## src/rtl/slot_sched_pkg.sv

```systemverilog
// slot_sched_pkg: shared state type, defaults and slot index type for slot schedulers
package slot_sched_pkg;
  localparam int N_SLOTS_DEF = 10;
  localparam int TIMEOUT_DEF = 255;
  typedef enum logic [1:0] {IDLE, GRANT, WAIT, RELEASE} sched_state_e;
  typedef logic [$clog2(N_SLOTS_DEF)-1:0] slot_idx_t;
endpackage

```

## src/rtl/slot_rr_scheduler_rr_pick.sv

```systemverilog
// rr_pick: rotating priority encoder, first set req bit after last_i with wrap
module rr_pick #(
  parameter int N = 10,
  parameter int W = $clog2(N)
) (
  input  logic [N-1:0] req_i,
  input  logic [W-1:0] last_i,
  output logic         valid_o,
  output logic [W-1:0] idx_o
);
  int j;
  always_comb begin
    valid_o = |req_i;
    idx_o = '0;
    j = 0;
    // walk farthest to nearest so the slot right after last_i wins
    for (int k = N; k >= 1; k--) begin
      j = (int'(last_i) + k) % N;
      if (req_i[j]) idx_o = W'(j);
    end
  end
endmodule

```

## src/rtl/slot_rr_scheduler.sv

```systemverilog
// slot_rr_scheduler: round-robin owner of one shared resource with start pulse and watchdog
module slot_rr_scheduler
  import slot_sched_pkg::*;
#(
  parameter int N_SLOTS = N_SLOTS_DEF,
  parameter int TIMEOUT = TIMEOUT_DEF,
  localparam int IDX_W = $clog2(N_SLOTS),
  localparam int CNT_W = $clog2(TIMEOUT)
) (
  input  logic               clk,
  input  logic               rst,
  input  logic [N_SLOTS-1:0] req,
  input  logic               done,
  output logic [N_SLOTS-1:0] grant,
  output logic [IDX_W-1:0]   grant_idx,
  output logic               start,
  output logic               busy,
  output logic               timeout_err,
  output logic [IDX_W-1:0]   err_idx
);
  sched_state_e       state_q;
  logic [N_SLOTS-1:0] grant_q;
  logic [IDX_W-1:0]   idx_q, last_q, err_q, pick_idx;
  logic [CNT_W-1:0]   cnt_q;
  logic               start_q, busy_q, pick_valid, tmo_hit;
  rr_pick #(.N(N_SLOTS), .W(IDX_W)) u_pick (
    .req_i(req), .last_i(last_q), .valid_o(pick_valid), .idx_o(pick_idx)
  );
  // done in the final watchdog cycle suppresses the error
  assign tmo_hit = !rst && state_q == WAIT && !done && cnt_q == CNT_W'(TIMEOUT - 1);
  always_ff @(posedge clk) begin
    if (rst) begin
      state_q <= IDLE;
      grant_q <= '0;
      idx_q   <= '0;
      last_q  <= IDX_W'(N_SLOTS - 1);
      err_q   <= '0;
      cnt_q   <= '0;
      start_q <= 1'b0;
      busy_q  <= 1'b0;
    end else begin
      start_q <= 1'b0;
      case (state_q)
        IDLE: if (pick_valid) begin
          grant_q <= {{(N_SLOTS-1){1'b0}}, 1'b1} << pick_idx;
          idx_q   <= pick_idx;
          start_q <= 1'b1;
          busy_q  <= 1'b1;
          state_q <= GRANT;
        end
        GRANT: begin
          cnt_q   <= '0;
          state_q <= WAIT;
        end
        WAIT: begin
          cnt_q <= (cnt_q == '1) ? cnt_q : cnt_q + 1'b1;
          if (done || tmo_hit) begin
            grant_q <= '0;
            state_q <= RELEASE;
          end
          if (tmo_hit) err_q <= idx_q;
        end
        RELEASE: begin
          last_q  <= idx_q;
          busy_q  <= 1'b0;
          state_q <= IDLE;
        end
        default: state_q <= IDLE;
      endcase
    end
  end
  assign grant       = grant_q;
  assign grant_idx   = idx_q;
  assign start       = start_q;
  assign busy        = busy_q;
  assign timeout_err = tmo_hit;
  assign err_idx     = err_q;
endmodule

```

## config.mk

```make
export PLATFORM = sky130hd
export DESIGN_NAME = slot_rr_scheduler
export DESIGN_NICKNAME = d
export VERILOG_FILES = /design/src/rtl/slot_sched_pkg.sv /design/src/rtl/slot_rr_scheduler_rr_pick.sv /design/src/rtl/slot_rr_scheduler.sv
export SDC_FILE = /design/constraint.sdc
export NUM_CORES = 1
export LEC_CHECK = 0
export ABC_AREA = 1
export BUFFER_PORTS_ARGS = -buffer_cell sky130_fd_sc_hd__buf_2
export CAP_MARGIN = 20
export CORE_MARGIN = 2
export CORE_UTILIZATION = 40
export DETAILED_ROUTE_END_ITERATION = 10
export GPL_ROUTABILITY_DRIVEN = 0
export GPL_TIMING_DRIVEN = 0
export PLACE_DENSITY_LB_ADDON = 0.1
export SLEW_MARGIN = 20
export SYNTH_ARGS = -nofsm -noshare
export SYNTH_HDL_FRONTEND = slang
export SYNTH_HIERARCHICAL = 1
export SYNTH_SLANG_ARGS = --single-unit
```

## constraint.sdc

```tcl
create_clock -name clk -period 8.45 [get_ports clk]
set_input_delay 1.2675 -clock clk [delete_from_list [all_inputs] [get_ports clk]]
set_output_delay 1.2675 -clock clk [all_outputs]
set_load 0.01 [all_outputs]
```

# Word level (Yosys, flattened, before mapping)
# Index checks and enable logic that the tools add are counted.
[totals]
ff_bits = 34
latch_bits = 0
mem_bits_rw = 0
mem_bits_ro = 0
inputBits = 13
output_inout_bits = 21
wordCells = 118
mem_count = 0
[op_classes]
addsub = 11
mul = 0
div = 10
n_lt_le_gt_ge = 10
n_eq_ne = 8
shift = 1
mux = 51
bitwise_logic = 1
n_reduce_logical = 18
[ops]
columns = ["cell", "count"]
rows = [
  ["< comparator 32 x 6 -> 1 bit (second input constant)", 10],
  ["modulo 32 x 5 -> 32 bit (second input constant)", 10],
  ["binary-select mux 1 bit (select 4 bit)", 10],
  ["two-way mux 4 bit", 10],
  ["two-way mux 1 bit", 22],
  ["adder 4 x 3 -> 5 bit (second input constant)", 4],
  ["two-way mux 10 bit", 2],
  ["case mux 10 bit (2 select lines)", 1],
  ["equality test 8 bit (second input constant)", 2],
  ["case mux 8 bit (2 select lines)", 1],
  ["adder 4 x 4 -> 5 bit (second input constant)", 3],
  ["adder 4 x 2 -> 5 bit (second input constant)", 2],
  ["AND reduction 2 bit", 5],
  ["OR reduction 10 bit", 1],
  ["<< shifter 1 x 4 -> 10 bit (first input constant)", 1],
  ["adder 8 x 1 -> 8 bit (second input constant)", 1],
  ["two-way mux 8 bit", 1],
  ["case mux 2 bit (4 select lines)", 1],
  ["nonzero test 2 bit", 3],
  ["adder 4 x 1 -> 5 bit (second input constant)", 1],
  ["equality test 2 bit (second input constant)", 2],
  ["two-way mux 2 bit", 2],
  ["!= test 2 bit (second input constant)", 2],
  ["logical AND 1 bit", 3],
  ["9 further kinds", 10],
]

# Logic depth before layout (Yosys ltp)
[depth]
word_depth = 18
depth_mapped = 38
mapped_depth_nobuf = 38

# Hierarchy
# Netlist, hierarchy kept.
[by_module_without_submodules]
columns = ["module", "n_inst", "cells_per_inst", "area_each_um2", "seq_area_each_um2"]
rows = [
  ["rr_pick", 1, 563, 3064.2, 0.0],
  ["slot_rr_scheduler", 1, 238, 1665.3, 680.7],
]

# Worst setup path before layout
# Ideal clock, no wire load.
[synth_timing]
path_type = "flip-flop to flip-flop"
startpoint = "reg last_q[2]"
endpoint = "reg grant_q[5], in the netlist grant[5]"
setup_time_ns = 0.064
arrival_ns = 3.715
required_time_ns = 8.386
path_slack_ns = 4.671
stages_incl_launch_ff = 35
n_path_buf = 2
period_less_slack_ns = 3.779
path_cell_list = "dfxtp_1 > buf_6 > inv_4 > ha_1 > buf_4 > inv_2 > nand2_1 > ha_1 > nor2_1 > nand3_1 > o21ai_1 > nand2_2 > nand2_2 > nand2_2 > nand2_1 > nand3_1 > nand2_1 > nand2_1 > a21oi_1 > nand3_1 > nand3_1 > nand2_1 > nand2_1 > nand2_1 > nand2_1 > nand2_1 > nand2_1 > nand2_1 > nand2_1 > inv_1 > nor3_1 > inv_1 > nor3_1 > nor2_1 > nor2_1"
[synth_via]
elab_chain_len = 18
word_cells_on_any_way = 63
cone_classes = "10 x add/sub; 10 x div; 1 x shift; 42 x mux"
[synth_lines]
columns = ["element", "line", "rtl"]
rows = [
  ["from (decl)", "slot_rr_scheduler.sv:23", "logic [IDX_W-1:0] idx_q, last_q, err_q, pick_idx;"],
  ["from (signal assigned)", "slot_rr_scheduler.sv:36", "last_q <= IDX_W'(N_SLOTS - 1);"],
  ["from (signal assigned)", "slot_rr_scheduler.sv:64", "last_q <= idx_q;"],
  ["adder 4 x 4 -> 5 bit", "slot_rr_scheduler_rr_pick.sv:18", "j = (int'(last_i) + k) % N;"],
  ["modulo 32 x 5 -> 32 bit", "slot_rr_scheduler_rr_pick.sv:18", ""],
  ["binary-select mux 1 bit (select 4 bit)", "slot_rr_scheduler_rr_pick.sv:19", "if (req_i[j]) idx_o = W'(j);"],
  ["two-way mux 1 bit (not written as such) (2 in series)", "slot_rr_scheduler_rr_pick.sv:19", ""],
  ["two-way mux 4 bit (9 in series)", "slot_rr_scheduler_rr_pick.sv:19", ""],
  ["two-way mux 4 bit *", "slot_rr_scheduler_rr_pick.sv:19", ""],
  ["via pick_idx[2]", "slot_rr_scheduler.sv:23", ""],
  ["<< shifter 1 x 4 -> 10 bit *", "slot_rr_scheduler.sv:45", "grant_q <= {{(N_SLOTS-1){1'b0}}, 1'b1} << pick_idx;"],
  ["two-way mux 10 bit *", "slot_rr_scheduler.sv:44", "IDLE: if (pick_valid) begin"],
  ["case mux 10 bit (2 select lines) *", "slot_rr_scheduler.sv:43", "case (state_q)"],
  ["to (signal assigned)", "slot_rr_scheduler.sv:45", ""],
  ["to (decl)", "slot_rr_scheduler.sv:22", "logic [N_SLOTS-1:0] grant_q;"],
]
# The timed path passes the listed nets; every way through them passes the cells marked *. The select of a mux whose other input is x is not followed.
# A chain may end at the register's enable or synchronous reset.

# Worst setup path after layout
[layout_timing]
startpoint = "reg last_q[1]"
endpoint = "reg grant_q[5], in the netlist grant[5]"
# The elaborated chain is that of the path after synthesis.

==> results.py <==
metrics = {
    "route": {
        "wl_um": 12500,
        "drc": 0,
        "firstDrtPassIters": 7,
        "via_per_inst": 5.08,
        "antenna_left": 0,
        "first_iter_violations": 232,
        "routedWlPerCell_um": 12.7,
        "via_count": 4995,
    },
    "global_routing": {
        "top_usage_layer": "met2",
        "grt_usage_pct": 20.1,
        "grt_pass1_vias": 4662,
        "use_met3_pct": 1.66,
        "grt_pass1_wl_um": 21300,
        "grt_overflow": 0,
        "grt_use_met2_pct": 36.2,
        "grt_max_degree": 16,
        "use_met1_pct": 24.9,
        "antenna_found_initial": 0,
    },
    "clock_network": {
        "clock_sinks": 34,
        "cts_max_level": 2,
        "cts.clk_slew.worst_paths_ns": 0.05,
        "root_buffer": "clkbuf_16",
        "cts_resized": 0,
        "cts_tree": "built",
        "post-cts-setup-buffers": 0,
        "cts_buffer_depth": 2,
        "postCtsHoldBufs": 0,
        "clock_latency_ns": 0.28,
        "numCtsBuffers": 5,
    },
    "worst_setup_path": {
        "slowest_stage": "dfxtp_1",
        "worstPathMaxFanout": 15,
        "critPathMaxStageDelay_ns": 0.58,
        "timing.rr.start": "last_q[1]",
        "worst_path_most_repeated_cell": "nand2_1",
        "reg2regPathDepth": 33,
        "critPathKind": "register to register",
        "critPathRequiredTime_ns": 8.67,
        "r2r_end": "grant[5]",
        "critPathCaptureType": "register",
        "rrSetupSlack_ns": 3.83,
        "cp_data_arrival_time_ns": 4.84,
        "start_kind": "register",
    },
    "flow_run": {
        "max-cap-violations": 0,
    },
    "sta": {
        "period_share_pct": 54.7,
        "finalSetupViolations": 0,
        "fin_skew_ns": 0.00363,
        "tns_ns": 0,
        "fin_worst_hold_slack_ns": 0.462,
        "maxSlewHeadroom_pct": 47.8,
        "fin_crit_ns": 4.62,
        "finalHoldViolCount": 0,
        "finalMaxSlewViolations": 0,
        "rsz0062_at_grt": "false",
        "worstMarginPinSlew_ns": 0.775,
        "clock.fmax_ghz": 0.217,
    },
    "layout": {
        "fillers": 1204,
        "layout_common_cells": "227 x nand2_1, 111 x inv_1, 66 x nand3_1, 61 x nor2_1, 41 x ha_1",
        "antenna_cells": 0,
        "final_common_cell": "nand2_1",
        "layout.cells.non_filler": 984,
        "drive_above_1_share_pct": 17.8,
        "syn2layout_area_growth_pct": 10.3,
        "utilization_pct": 45.5,
        "fin_nets": 894,
    },
    "placement": {
        "dp.cells": 976,
        "portBuffers": 32,
        "dp_hpwl_um": 10200,
    },
    "floorplanning": {
        "ioPinCount": 34,
        "die_h_um": 113,
        "die-area_sq_um": 12700,
        "rows": 39,
        "start_util_pct": 41.2,
        "fp.dieW_um": 113,
        "core_region_area_sq_um": 11500,
    },
    "logic_synthesis": {
        "synth_top_area_share_pct": 18.0,
        "synth_cell_types": 43,
        "ys_warn_count": 6,
        "synth_seq_cells": 34,
        "yosysTopAreaCell": "nand2_1",
        "avgSynthCellArea_sq_um": 5.90,
        "synth_nets": 855,
        "syn_area_sq_um": 4730,
        "synth.area.top_cells": "nand2_1 18%, dfxtp_1 14%, ha_1 11%, inv_1 8.8%, nand3_1 7.0%",
        "ys_seq_area_share_pct": 14.4,
        "syn_inst": 801,
    },
    "hold_path": {
        "hold_path_end": "cnt_q[0]",
        "worstHoldStart": "cnt_q[0]",
        "hold_depth": 1,
        "min_path_type": "register to register",
    },
    "status": {
        "status": "finished, final reports clean",
    },
}
kinds of logic (layout without fill, tap and decap cells):
logic type	Yosys count	in the layout	share of synthesized area, %
DFF	34	34	14.4
xor gates and xnor gates	18	18	4.13
buffers and inverters	150	190	12.9
AOI/OAI and AO/OA	108	108	13.0
and+or+nand+nor	450	450	44.7
adders and majority gates	41	41	10.8
area by class of cell:
type | count | area, sq um | share of cell area [%]
plain buffers | 16 | 101 | 1.94
clock buffers | 7 | 143 | 2.73
clock inverters | 1 | 5.00 | 0.0959
inverters | 134 | 508 | 9.74
multi-input cells | 617 | 3440 | 65.9
flip-flops and latches | 34 | 681 | 13.0
well taps | 143 | 179 | 3.43
repair buffers | 32 | 160 | 3.07
cell usage after synthesis (all sizes together):
| master | count |
|---|---|
| buf | 11 |
| o22ai | 1 |
| xnor2 | 5 |
| nand3 | 80 |
| ha | 41 |
| o32ai | 1 |
| a31oi | 3 |
| nor2 | 66 |
| inv | 133 |
| nand3b | 5 |
| o21a | 3 |
| clkinv | 1 |
| a21oi | 36 |
| o21ai | 59 |
| nand2 | 262 |
| xor2 | 13 |
| nand4 | 17 |
| dfxtp | 34 |
| nor3b | 1 |
| nor4 | 3 |
| o211ai | 4 |
| nor3 | 9 |
| clkbuf | 5 |
| or2 | 7 |
| a21boi | 1 |
worst max path at each step:
stage	slack, ns	depth (start not counted)	startpoint	end
finish	3.83	33	last_q[1]	grant[5]
global route	3.32	31	last_q[1]	grant[7]
CTS	3.83	33	last_q[1]	grant[5]
detailed placement	3.84	33	last_q[1]	grant[5]
global placement	3.94	33	last_q[1]	grant[5]
floorplan	4.67	34	last_q[2]	grant[5]
sequential cells by signal, summed over array words and instances (netlist names):
name	flops
busy	1
start	1
state_q	2
grant_idx	4
cnt_q	8
grant	10
err_idx	4
last_q	4
metrics by stage:
step                      cell area, sq um  setup slack [ns]
final                                 5220              3.83
after global routing                  5220              3.32
after CTS                             5220              3.83
after detailed placement              5070              3.84
after global placement                5070              3.94
after floorplan                       4730              4.67
per-layer routing:
metal,up-vias,part of all wire [%]
met4,0,2.7
met5,-,0
met2,109,48
li1,2625,-
met1,2233,47
met3,28,2.9
worst max-delay path, delay by kind of cell (launching register included):
kind	cells	cell delay, ns
AND/OR/NAND/NOR	22	2.01
AO/OA/AOI/OAI	3	0.49
adder cells (fa/ha/maj)	2	0.64
buffers and inverters	6	0.86
flip-flops	1	0.58
Power is left out: the tool's default activity adds up to more than one toggle a clock period on the data nets, which glitch-free logic cannot reach.
